## src/rtl/mod_updown_counter.sv

```systemverilog
// Modulo-MODULUS up/down counter: sync clear/load, wrap or saturate, tc pulse, sticky ovf.
// Optional enable prescaler built only when COUNTER_PRESCALE_EN is defined.
module mod_updown_counter #(
  parameter int MODULUS  = 16,
  parameter int SATURATE = 0,
  parameter int PRESCALE = 4,
  localparam int W       = $clog2(MODULUS)
) (
  input  logic         clk,
  input  logic         rst_n,
  input  logic         enable,
  input  logic         up_dn,
  input  logic         clear,
  input  logic         load,
  input  logic [W-1:0] load_value,
  output logic [W-1:0] counter_out,
  output logic         tc,
  output logic         ovf
);

  localparam int         W1    = W + 1;
  localparam logic [W:0] MAX_V = W1'(MODULUS - 1);

  logic [W:0] cnt_ext, ld_ext, ld_clamp, nxt_ext;
  logic       bound, strobe;
  logic       unused_hi;

  assign cnt_ext   = {1'b0, counter_out};
  assign ld_ext    = {1'b0, load_value};
  assign ld_clamp  = (ld_ext > MAX_V) ? MAX_V : ld_ext;
  assign unused_hi = nxt_ext[W] ^ ld_clamp[W];

  // Extra headroom bit keeps the bound compare exact for non-power-of-two MODULUS.
  always_comb begin
    nxt_ext = cnt_ext;
    bound   = 1'b0;
    if (up_dn) begin
      if (cnt_ext >= MAX_V) begin
        bound   = 1'b1;
        nxt_ext = (SATURATE != 0) ? MAX_V : '0;
      end else begin
        nxt_ext = cnt_ext + W1'(1);
      end
    end else begin
      if (cnt_ext == '0) begin
        bound   = 1'b1;
        nxt_ext = (SATURATE != 0) ? '0 : MAX_V;
      end else begin
        nxt_ext = cnt_ext - W1'(1);
      end
    end
  end

`ifdef COUNTER_PRESCALE_EN
  localparam int          PW    = (PRESCALE > 1) ? $clog2(PRESCALE) : 1;
  localparam logic [PW-1:0] PLAST = PW'(PRESCALE - 1);

  logic [PW-1:0] pre_cnt;

  // Strobe on the PRESCALE-th enabled cycle; load and clear restart the spacing.
  always_ff @(posedge clk or negedge rst_n) begin
    if (!rst_n)
      pre_cnt <= '0;
    else if (clear || load)
      pre_cnt <= '0;
    else if (enable)
      pre_cnt <= (pre_cnt == PLAST) ? '0 : pre_cnt + PW'(1);
  end

  assign strobe = enable && (pre_cnt == PLAST);
`else
  localparam int PRESCALE_UNUSED = PRESCALE;
  assign strobe = enable;
`endif

  always_ff @(posedge clk or negedge rst_n) begin
    if (!rst_n) begin
      counter_out <= '0;
      tc          <= 1'b0;
      ovf         <= 1'b0;
    end else if (clear) begin
      counter_out <= '0;
      tc          <= 1'b0;
      ovf         <= 1'b0;
    end else if (load) begin
      counter_out <= ld_clamp[W-1:0];
      tc          <= 1'b0;
    end else if (strobe) begin
      counter_out <= nxt_ext[W-1:0];
      tc          <= bound;
      if (bound) ovf <= 1'b1;
    end else begin
      tc          <= 1'b0;
    end
  end

endmodule

```

## config.mk

```make
export PLATFORM = sky130hd
export DESIGN_NAME = mod_updown_counter
export DESIGN_NICKNAME = d
export VERILOG_FILES = /design/src/rtl/mod_updown_counter.sv
export SDC_FILE = /design/constraint.sdc
export NUM_CORES = 1
export LEC_CHECK = 0
export CAP_MARGIN = 20
export CORE_AREA = 2 2 39 41
export DETAILED_ROUTE_END_ITERATION = 8
export DIE_AREA = 0 0 41 43
export PLACE_DENSITY_LB_ADDON = 0.15
export SYNTH_ARGS = -nofsm -noshare
export SYNTH_HDL_FRONTEND = slang
export SYNTH_SLANG_ARGS = --single-unit
```

## constraint.sdc

```tcl
create_clock -name clk -period 1.7 [get_ports clk]
set_clock_uncertainty 0.2 [all_clocks]
set_input_delay 0.51 -clock clk [delete_from_list [all_inputs] [get_ports clk]]
set_output_delay 0.51 -clock clk [all_outputs]
set_load 0.05 [all_outputs]
```

# Word level (Yosys, flattened, before mapping)
# Index checks and enable logic that the tools add are counted.
dict set report word_totals {
  register_bits 6
  in_bits 10
  output_inout_bits 6
  elab_cells 30
}
dict set report classes {
  add_sub_neg 2
  magnitude_cmp 2
  eq_ne 1
  n_mux 17
  n_reduce_logical 5
}
# operator count
set ops {}
lappend ops {{$mux W4} 7}
lappend ops {{$mux W1} 10}
lappend ops {{$logic_not A5 Y1} 1}
lappend ops {{$add A4 B1 Y4 const B} 1}
lappend ops {{$ge A4 B4 Y1 const B} 1}
lappend ops {{$gt A4 B4 Y1 const B} 1}
lappend ops {{$reduce_bool A2 Y1} 2}
lappend ops {{$sub A4 B1 Y4 const B} 1}
lappend ops {{$reduce_and A3 Y1} 1}
lappend ops {{$reduce_bool A3 Y1} 1}
lappend ops {{$ne A2 B2 Y1 const B} 1}

# Logic depth before layout (Yosys ltp)
# Gate-level depths: netlist of run 1.
dict set report logic_depth {
  depth_word 7
  ltp_mapped 6
  ltp_nobuf 6
}

# Least setup slack after synthesis of run 1
# Ideal clock, no wire load.
dict set report synth_path {
  kind {reg2reg}
  start {reg counter_out[0]}
  end {reg counter_out[3]}
  setup_ns 0.129
  arrival_time_ns 1.700
  required_ns 1.371
  path_slack_ns -0.330
  stages_incl_launch_ff 7
  n_path_buf 0
  synth_period_minus_slack_ns 2.030
  cell_sequence {dfrtp_1 -> inv_2 -> ha_1 -> o21bai_1 -> a21oi_1 -> a311oi_1 -> o41a_1}
}
dict set report synth_between {
  elab_chain_cells 6
  elab_cells_between_ends 10
  cone_classes {add/sub (2); order compare (1); mux (6); reduce/logical (1)}
}
# item line
set synth_rtl {}
lappend synth_rtl {{start, declared} 16} ;# output logic [W-1:0] counter_out,
lappend synth_rtl {{start signal, assigned} 86} ;# counter_out <= ld_clamp[W-1:0];
lappend synth_rtl {{start signal, assigned} 89} ;# counter_out <= nxt_ext[W-1:0];
lappend synth_rtl {{$sub A4 B1 Y4 (tied with other cells)} 49} ;# nxt_ext = cnt_ext - W1'(1);
lappend synth_rtl {{$mux W4 (on tied branches)} {45, 38}}
lappend synth_rtl {{$mux W4 *} 37} ;# if (up_dn) begin
lappend synth_rtl {{$mux W4 *} 88} ;# end else if (strobe) begin
lappend synth_rtl {{$mux W4 *} 85} ;# end else if (load) begin
lappend synth_rtl {{$mux W4 *} 81} ;# end else if (clear) begin
# Every way passes the cells marked *; elsewhere a longest branch is shown, timed or not. The select of a mux whose other input is x is not followed.
# A chain may end at the register's enable or synchronous reset.

# Worst setup path after layout of run 1
dict set report layout_path {
  start {reg counter_out[1]}
  end {reg counter_out[0]}
}
dict set report layout_between {
  elab_chain_cells 6
  elab_cells_between_ends 8
  cone_classes {order compare (1); mux (6); reduce/logical (1)}
}
# item line
set layout_rtl {}
lappend layout_rtl {{$ge A4 B4 Y1 or $logic_not A5 Y1 (tied branches)} {38, 45}}
lappend layout_rtl {{$mux W4 (on tied branches)} {38, 45}}
lappend layout_rtl {{$mux W4 *} 37}
lappend layout_rtl {{$mux W4 *} 88}
lappend layout_rtl {{$mux W4 *} 85}
lappend layout_rtl {{$mux W4 *} 81}
# Marks and branches as above.

==> results.md, run 1 <==
* Worst path slowest cell: dfrtp_2
* HPWL after detailed placement at 928 um
* Post-synthesis average cell area at between 8 and 9 um^2
* Fmax at 0.571 GHz
* Core Area at ~1400 um^2
* Critical path fanouts, max at 4
* Layout Nets at 90
* Crit path top cell by count: a21oi_2
* Post-synthesis sequential area ratio at between 30% and 40%
* Most common cell after layout, fill and taps aside: clkdlybuf4s50_1
* Total die area at 1760 um^2
* Mapped Area at ~440 um^2
* RSZ-0062 raised after global routing: true
* DR vias at around 470
* Initial detailed-routing violation count at 6
* Sink Count at 6
* Vias in the first global route at 467
* Stages on worst setup path at 6
* Starting density of the core at 31.5%
* Clock-pin slew on the worst setup and hold paths at 60 ps
* Area of the multi-input gates at about 290 um^2
* Simple-gate share of the synthesized area at 18.4%
* Max stage delay on crit path at 430 ps
* Part of the cycle the worst path needs at 103%
* Fraction of layout cells with a size suffix above 1 at 41.6%
* Status: finished, violations left
* Vias per inst at 5.08
* Gr usage total at 15.6%
* Multiplexer share of the synthesized area at 4.60%
* Crit-path leading delay family: flip-flops
* Die Y at between 40 and 50 um
* Final count of pins violating max slew at 0
* WP buf/inv at 1
* Max Buffers Root-to-Sink at 2
* N_diodes at 0
* Setup CP Type: flop to flop
* R2R Setup Slk at -50 ps
* Critical Path End: counter_out[0]
* Synth Area in Compound Gates at 24.7%
* Clk root buf: clkbuf_4
* First-pass GRT wire length at 1870 um
* Max-Cap Viols at 0
* Critical path, cell by cell: inv_2 -> ha_4 -> or3b_4 -> a21oi_2 -> a21oi_2 -> a221oi_2
* Routability cong. at 0.749
* Cell count after synthesis at about 50
* Class of the worst hold path: input port to asynchronous set/reset pin
* Pin count of the biggest net entering global routing at 8
* Data arrival, critical path at 1700 ps
* Req. time, crit path at roughly 1700 ps
* Critical Path Source: counter_out[1]
* Total chip power at 542 uW
* Max-slew headroom at 79.0%
* R2R Path Start: counter_out[1]
* Post-synth net total at 63
* H-tree levels at 1
* Final hold vios at 0
* # DRC at 0
* Pleak at ~0.00034 uW
* Initial antenna violation count at 0
* Post-route setup slack at -50.3 ps
* Measured slew at the worst slew-check pin at roughly 310 ps
* Power per Cell Area at approximately 670 nW/um^2
* Worst Setup End Kind: flop
* Fillers at 129
* CTS tree: built
* FF+latch area at 155 um^2
* Synth Area in Adders at 5.75%
* WL per Instance at 12.5 um
* Drt total wl at 1170 um
* I/O pin total at 16
* Inserted Clock Buffers at 3
* Clk Latency, worst-skew pair at 250 ps
* TritonRoute pass-1 iters at 4
* Post-synthesis xor/xnor area fraction at 4.02%
* Commonest cells after routing, fill and taps aside: clkdlybuf4s50_1 (8), buf_12 (7), buf_4 (7), inv_1 (5), a21oi_1 (5)
* Die width at 41 um
* Worst r2r path cells at 6
* Post-route ant nets at 0
* FF-to-FF End: counter_out[0]
* Fin util at 58.4%
* Syn-to-layout area delta at 85.6%
* Seq cells post-synth at 6
* Worst IR Drop VDD at 0.386 mV
* IO Port Bufs at 15
* Failing checks: negative setup slack
* Period minus WS final at 1750 ps
* Worst setup SP type: flop
* Cell variety after synth at 26
* Synth Warn # at 0
* Row count at 14
* Setup-failing EPs final at 1
* Grt ovf at 0
* Largest family of logic cells by synthesized area: compound AO/OA/AOI/OAI gates
[synthesized netlist by cell type, drive strengths merged]
master	count	area, um^2
or3b	1	8.76
nor2	3	11.3
buf	1	5.00
o21a	1	7.51
a221oi	1	15.0
mux2i	2	20.0
or3	1	6.26
a21boi	1	7.51
or4	1	7.51
a311oi	1	8.76
nand2	1	3.75
xnor2	2	17.5
ha	2	25.0
nor4b	1	8.76
o21bai	1	7.51
o21ai	2	10.0
nor3	3	15.0
nor2b	2	12.5
clkbuf	1	3.75
and3	1	6.26
a21oi	8	40.0
inv	7	26.3
o41a	1	11.3
dfrtp	6	150
[repair_timing]
item | CTS | global route
pin swaps | 2 | 1
setup buffers | 1 | 0
hold buffers | 0 | 0
gates cloned | 0 | 0
setup endpoints to repair | 6 | 6
resized for setup | 3 | 6
[kinds of logic (layout without fill, tap and decap cells)]
kind of cell / after synthesis / in the layout
flops: 6 / 6
mux: 2 / 2
compound gates: 16 / 16
simple gates: 14 / 14
buf+inv: 9 / 35
fa+ha+maj: 2 / 2
xor+xnor: 2 / 2
[cell type report]
cell class / count / share of cell area [%]
multi-input cells: 36 / 35.6
flip-flops and latches: 6 / 19.2
well taps: 16 / 2.48
repair buffers: 24 / 36.2
clock buffers: 4 / 3.25
inverters: 7 / 3.25
[routing by layer]
layer,vias up,global-route usage (%),share of wire (%)
li1,233,-,-
met1,226,19.9,41
met2,13,24.7,54
met3,0,1.57,4.8
met4,0,8.00,0
met5,-,0,0
[state kept, by name, indices dropped and copies added, names as in the netlist]
name         count
ovf              1
tc               1
counter_out      4
[power by group]
group | leakage, uW | switching (uW) | internal (uW)
clock network | 0.0000150 | 60.3 | 89.5
logic | 0.000255 | 103 | 122
registers | 0.0000739 | 13.8 | 154
[per-stage QoR]
step	TNS (ps)	instances	setup WS [ps]	cell area (um^2)	hold WS, ps
2_1_floorplan	-235	51	-95.1	452	14.4
3_3_place_gp	-1520	88	-335	733	350
3_5_place_dp	-1700	88	-375	733	360
4_1_cts	-38.2	93	-38.2	786	304
5_1_grt	-268	93	-134	808	321
6_report	-50.3	93	-50.3	808	301
[worst min-delay path by stage]
| stage | endpoint | slack [ps] | cells past startpoint |
|---|---|---|---|
| finish | ovf | 300 | 1 |
| global route | ovf | 320 | 1 |
| CTS | ovf | 300 | 1 |
| detailed placement | ovf | 360 | 2 |
| global placement | ovf | 350 | 2 |
| floorplan | counter_out[0] | 10 | 0 |
Power figures use the tool's default switching activity.
==> inputs of run 2 (changes only) <==
CAP_MARGIN = unset   (was 20)
==> results of run 2 <==
The final DEF is identical to that of run 1; final timing and power are the same.
==> inputs of run 3 (changes only) <==
SLEW_MARGIN = 20   (was unset)
==> results of run 3 <==
The final DEF is identical to that of run 1; final timing and power are the same.
